==> src/rtl/reg_file_decoded.sv <==
// Register file with one write port and two registered read ports.
// The write index is decoded to one-hot per-register enables. Register 0 can
// optionally be hardwired to zero. A same-edge write can optionally be
// forwarded to the read ports. A clear command zeroes every register, one
// register per cycle.
module reg_file_decoded #(
  parameter int ADDR_W   = 5,
  parameter int DATA_W   = 32,
  parameter int ZERO_REG = 1,
  parameter int BYPASS   = 1
) (
  input  logic              clk,
  input  logic              rst_n,
  input  logic              en,
  input  logic [ADDR_W-1:0] rd,
  input  logic [DATA_W-1:0] wdata,
  input  logic              re,
  input  logic [ADDR_W-1:0] rs1,
  input  logic [ADDR_W-1:0] rs2,
  input  logic              clr,
  output logic [DATA_W-1:0] rdata1,
  output logic [DATA_W-1:0] rdata2,
  output logic              rvalid,
  output logic              busy
);

  localparam int DEPTH = 1 << ADDR_W;

  typedef enum logic {IDLE, CLEAR} state_t;

  state_t            state, state_nxt;
  logic [ADDR_W-1:0] cnt, cnt_nxt;
  logic [DATA_W-1:0] regs [DEPTH];
  logic              wr_ok;
  logic              last;
  logic [DEPTH-1:0]  wr_vec;
  logic [DEPTH-1:0]  clr_vec;
  logic [DATA_W-1:0] val1, val2;

  // A write is taken only in IDLE. A same-edge clear wins over the write,
  // and writes to a hardwired-zero register 0 are discarded.
  assign wr_ok = (state == IDLE) && en && !clr && !((ZERO_REG != 0) && (rd == '0));
  assign last  = (cnt == ADDR_W'(DEPTH - 1));
  assign busy  = (state == CLEAR);

  // Next-state logic and clear counter advance.
  always_comb begin
    // NOTE: every signal driven here gets a default first, so no path leaves
    // it unassigned and no latch is inferred.
    state_nxt = state;
    cnt_nxt   = cnt;
    case (state)
      IDLE: begin
        if (clr) begin
          state_nxt = CLEAR;
          cnt_nxt   = '0;
        end
      end
      CLEAR: begin
        if (last) begin
          state_nxt = IDLE;
          cnt_nxt   = '0;
        end else begin
          cnt_nxt = cnt + ADDR_W'(1);
        end
      end
      default: state_nxt = IDLE;
    endcase
  end

  // State register and clear counter.
  always_ff @(posedge clk or negedge rst_n) begin
    // NOTE: sequential state is updated with <= so every flop samples values
    // from before the edge, independent of the order of the statements.
    if (!rst_n) begin
      state <= IDLE;
      cnt   <= '0;
    end else begin
      state <= state_nxt;
      cnt   <= cnt_nxt;
    end
  end

  // One-hot decode of the write index and of the register being cleared.
  always_comb begin
    wr_vec  = '0;
    clr_vec = '0;
    if (wr_ok)           wr_vec[rd]   = 1'b1;
    if (state == CLEAR)  clr_vec[cnt] = 1'b1;
  end

  // Register storage; each entry listens only to its own decoded enables.
  always_ff @(posedge clk or negedge rst_n) begin
    // NOTE: the array has an asynchronous reset because every register must
    // read 0 straight after reset; this forces flops rather than a RAM macro.
    if (!rst_n) begin
      for (int i = 0; i < DEPTH; i++) regs[i] <= '0;
    end else begin
      for (int i = 0; i < DEPTH; i++) begin
        if (clr_vec[i])     regs[i] <= '0;
        else if (wr_ok && wr_vec[i]) regs[i] <= wdata;
      end
    end
  end

  // Value seen by a read port: zero register, then forwarded write, then storage.
  function automatic logic [DATA_W-1:0] read_val(input logic [ADDR_W-1:0] idx);
    if ((ZERO_REG != 0) && (idx == '0))
      return '0;
    else if ((BYPASS != 0) && wr_ok && (rd == idx))
      return wdata;
    else
      return regs[idx];
  endfunction

  // Combinational read values for both ports.
  always_comb begin
    val1 = read_val(rs1);
    val2 = read_val(rs2);
  end

  // Registered read ports; data holds while no read is served.
  always_ff @(posedge clk or negedge rst_n) begin
    if (!rst_n) begin
      rdata1 <= '0;
      rdata2 <= '0;
      rvalid <= 1'b0;
    end else begin
      rvalid <= (state == IDLE) && re;
      if ((state == IDLE) && re) begin
        rdata1 <= val1;
        rdata2 <= val2;
      end
    end
  end

endmodule

==> config.mk <==
export PLATFORM = sky130hd
export DESIGN_NAME = reg_file_decoded
export DESIGN_NICKNAME = d
export VERILOG_FILES = /design/src/rtl/reg_file_decoded.sv
export SDC_FILE = /design/constraint.sdc
export NUM_CORES = 2
export LEC_CHECK = 0
export CAP_MARGIN = 20
export CELL_PAD_IN_SITES_DETAIL_PLACEMENT = 2
export CELL_PAD_IN_SITES_GLOBAL_PLACEMENT = 2
export CORE_AREA = 2 2 449 451
export DETAILED_ROUTE_END_ITERATION = 7
export DIE_AREA = 0 0 451 453
export DONT_BUFFER_PORTS = 1
export GPL_TIMING_DRIVEN = 0
export PLACE_DENSITY = 0.63
export SYNTH_ARGS = -nofsm -noshare
export SYNTH_HDL_FRONTEND = slang
export SYNTH_SLANG_ARGS = --single-unit
==> constraint.sdc <==
create_clock -name clk -period 2.1 [get_ports clk]
set_input_delay 0.105 -clock clk [delete_from_list [all_inputs] [get_ports clk]]
set_output_delay 0.105 -clock clk [all_outputs]
set_load 0.005 [all_outputs]
==> results by stage <==
Final layout:
- The fraction of final layout cells sized beyond drive strength 1 is 25.3%.
- At the end of the flow, the number of nets in the layout was 6626.
- The total of fill cells in the finished design is 20900.
- The relative area change from synthesis to final layout is 26.0%.
- The fraction of the core area covered by cells at the end of the flow is 37.7%.
- The final standard cell count with taps included and fillers excluded is 9350.

Timing:
- Setup repair after global routing could not meet its margin everywhere.
- The number of max-slew violations in the final report was 0.
- Headroom to the max-slew limit came out at 1.61%.
- After layout, the worst path uses 122% of the clock period.
- Hold timing on the final database bottoms out at a slack of -723 ps.
- The fmax is 391 MHz.
- The count of endpoints failing setup in the final report is 1053.
- The worst setup skew after layout is 32.5 ps.
- After layout, the minimum clock period comes to 2560 ps.
- The final hold violation count is 437.
- The transition time at the pin with the least slew margin is 1460 ps.
- After layout, the worst setup slack is -458 ps.
- In the final timing run, aggregate negative setup slack is -235040 ps.

Critical path:
- Together, buffers and inverters on the worst path number 3.
- Grouping stages by cell kind, the critical path spends the most delay in compound AO/OA/AOI/OAI gates.
- The reg-to-reg endpoint is regs[230].
- The critical path start-end classification is input pin to flip-flop.
- Setup slack on the worst reg-to-reg path comes out at -380 ps.
- The delay contributed by the slowest stage of the critical path is 790 ps.
- In this run the critical register-to-register path is launched from busy.
- STA classifies the critical path startpoint as an input pin.
- The highest-delay cell along the critical path is sky130_fd_sc_hd__a221oi_1.
- Along the worst path, the maximum fanout reaches 10.
- STA classifies the critical path endpoint as a flip-flop.
- The required time at the worst-slack endpoint is 2860 ps.
- For the worst flop-to-flop path, the logic depth is 8.
- The signal arrival time at the worst endpoint is 3320 ps.
- The signal on the critical path passes through clkbuf_1, inv_1, clkbuf_1, a221oi_1, o21ai_0, a21oi_1, a2111o_1.
- The cell that appears most often on the critical path is sky130_fd_sc_hd__clkbuf_1.

Route:
- The first TritonRoute pass finished after 5 iterations.
- The number of vias per cell is 5.77.
- The detailed-route wire length is 314 mm.
- In the final routed layout, each cell accounts on average for 33.6 um.
- The detailed router put a total of 128 mm of wire on met1.
- The number of violations reported at the end of detailed-routing iteration 0 is 4910.
- The post-detailed-route DRC marker count is 0.
- Routed signal wires occupy layers up through met5.
- Wire segments on met3 add up to 14.4 mm in the final route.
- Wire segments on met2 add up to 152 mm in the final route.
- Summing over every cut layer, the via total after detailed routing is 53900.
- The count of nets left with antenna violations once routing finished came out at 0.

Synth:
- The fraction of synthesized area in multiplexers is 18.8%.
- In this run the cell area of the synthesized design comes to 59700 um2.
- During synthesis, Yosys emitted a total of 0 warnings.
- The post-synthesis adder-cell area fraction is 0.105%.
- In this run, distinct cell masters in the synthesized netlist total 49.
- In the synthesized netlist the async set-or-reset flop fraction comes to 100%.
- The post-synthesis cell count is 6230.
- The dominant combinational cell family by area after synthesis is multiplexers.
- After synthesis, flip-flops and latches occupy 45.9% of the total area.
- After Yosys synthesis, XOR and XNOR cells account for 0.176% of the synthesized area.
- The number of flops mapped to enable cells by yosys is 0.
- The most used flip-flop cell after synthesis is sky130_fd_sc_hd__dfrtp_1.
- Synthesis produced a netlist with a net count of 6287.
- The synthesized netlist devotes 15.7% of its cell area to compound gates.
- Summing the areas of all and, or, nand and nor instances in the mapped netlist gives 14.9% of the synthesized area.
- The post-synthesis sequential element count is 1095.
- After synthesis, the mean cell area works out to 9.57 um2.

CTS:
- The clock sink count is 1095.
- Clock-pin slew was measured on the worst setup and hold paths at 60 ps.
- The number of buffers on the longest clock path is 3.
- The tree is rooted in a sky130_fd_sc_hd__clkbuf_16.
- Clock tree synthesis inserted a total of 141 buffers.
- TritonCTS built the clock tree.
- For the worst-skew pair, the clock arrives at the later sink with an insertion delay of 830 ps.
- In this run the number of H-tree levels came out at 4.

Floorplanning:
- The number of core rows is 164.
- The die boundary width is 451 um.
- The initial cell density of the core is 29.9%.
- The die covers 204000 um2.
- In this run the count of I/O pins placed on the die edge is 118.
- The die height is 453 um.
- After floorplanning, the core was sized to cover 199000 um2.

Pwr:
- The sum of internal, switching and leakage power is 59.5 mW.
- The ratio of total power to cell area is 792 nW/um2.
- Summed over all cells, the static leakage comes to 31.2 nW.
- The worst ir drop on vdd is 0.989 mV.

Global routing:
- The number of antenna violations at the first check in global routing was 18.
- The via count of the first global-routing pass is 57400.
- The total global-route track usage is 29.6%.
- The largest net degree at the start of global routing is 247.
- The first global-routing pass estimated 434 mm of wire.
- The residual overflow from global routing is 0.

Outcome:
- The run finished, with violations left.
- The checks that failed: hold timing, capacitance limit, setup timing.

Placed design:
- After detailed placement, the design holds a cell count of 8906.
- The number of port buffers is 0.
- At the end of routability-driven placement, the weighted congestion stood at 0.965.
- The HPWL after detailed placement is 237 mm.

Worst hold path:
- The class of the worst hold path is input pin to async pin.

Job:
- The tool flagged a number of max-cap violations equal to 1.
-- cells by family after synthesis --
family                     count (synthesis)
AOI/OAI and AO/OA                       1578
and+or+nand+nor                         2250
xor gates and xnor gates                  12
adders and majority gates                  5
DFF                                     1095
muxes                                    641
buffers and inverters                    649
-- synthesized netlist by cell type (all sizes together), types with 65 or more instances --
library cell  instances  area share (%)
nor2                 68            0.52
nand2              2060              13
a21oi              1089             9.1
clkbuf              522             3.3
dfrtp              1095              46
and2                 70            0.73
o21ai                65            0.55
a22oi               192             2.4
buf                 120             1.0
mux4                384              14
a221oi              128             1.9
mux2i               256             4.3
-- power by group --
part           switching [mW]  internal [mW]
clock                    10.7           14.7
combinational            6.59           3.13
sequential               1.99           22.4
-- worst max-delay path by stage --
stage	from	end	slack, ps	cells after the start
6_report	rs2[4]	rdata2[10]	-460	7
5_1_grt	busy	regs[573]	-410	12
3_5_place_dp	rs2[0]	rdata2[16]	-1750	8
3_3_place_gp	rs1[4]	rdata1[8]	-2460	7
2_1_floorplan	rs2[0]	rdata2[10]	-20	7
4_1_cts	busy	regs[876]	-290	8
-- area by class of cell --
type	instances	area (um2)	area share, %
antenna	13	32.5	0.0433
buffer	637	4100	5.45
clock buffer	211	4230	5.62
clock inverter	44	483	0.643
inverter	7	26.3	0.0350
multi-input combinational	4486	32400	43.2
sequential	1095	27400	36.5
tap	2656	3320	4.42
timing repair buffer	201	3110	4.14
-- flip-flops by register name, summed over array words and instances, names as in the netlist --
signal  count
rdata2     32
busy        1
rvalid      1
rdata1     32
cnt         5
regs     1024
-- metrics by stage --
stage / instance area, um2 / worst slack (ps)
after floorplan: 59700 / -19.6
after global placement: 63000 / -2460
after detailed placement: 63300 / -1750
after CTS: 71500 / -292
after global routing: 75100 / -413
final: 75100 / -458
-- placed cells by master, fill, tap and decap left out, types with 32 or more instances in the layout --
cell type	Yosys	routed
sky130_fd_sc_hd__and2_1	70	70
sky130_fd_sc_hd__nand2_1	2060	1894
sky130_fd_sc_hd__clkbuf_8	0	64
sky130_fd_sc_hd__buf_4	19	59
sky130_fd_sc_hd__clkbuf_1	495	256
sky130_fd_sc_hd__a21oi_1	1089	836
sky130_fd_sc_hd__a221oi_1	128	110
sky130_fd_sc_hd__a2111o_1	32	32
sky130_fd_sc_hd__a21oi_2	0	229
sky130_fd_sc_hd__a22o_1	32	32
sky130_fd_sc_hd__dlygate4sd3_1	0	42
sky130_fd_sc_hd__buf_6	0	32
sky130_fd_sc_hd__clkbuf_2	27	158
sky130_fd_sc_hd__a211o_1	32	32
sky130_fd_sc_hd__buf_12	0	58
sky130_fd_sc_hd__nor2_4	7	55
sky130_fd_sc_hd__o21ai_0	65	65
sky130_fd_sc_hd__nand2_2	0	45
sky130_fd_sc_hd__clkbuf_16	0	187
sky130_fd_sc_hd__dfrtp_1	1095	1094
sky130_fd_sc_hd__buf_8	0	42
sky130_fd_sc_hd__clkbuf_4	0	51
sky130_fd_sc_hd__mux2i_1	256	256
sky130_fd_sc_hd__buf_2	76	71
sky130_fd_sc_hd__a22oi_1	192	192
sky130_fd_sc_hd__mux4_2	384	384
sky130_fd_sc_hd__nand2_4	0	115
-- what timing repair did --
item / in CTS / in global routing
cloned: 5 / 35
setup buffers: 67 / 28
resized for setup: 690 / 748
setup endpoints to repair: 1334 / 1235
hold buffers: 39 / 4
hold endpoints to repair: 369 / 286
pin swaps: 63 / 196
-- routing by layer --
metal	vias up	track usage [%]
met2	1603	49.1
met5	-	0
li1	22700	-
met1	29000	37.4
met3	605	4.30
met4	6	15.6
Power figures use the tool's default switching activity.
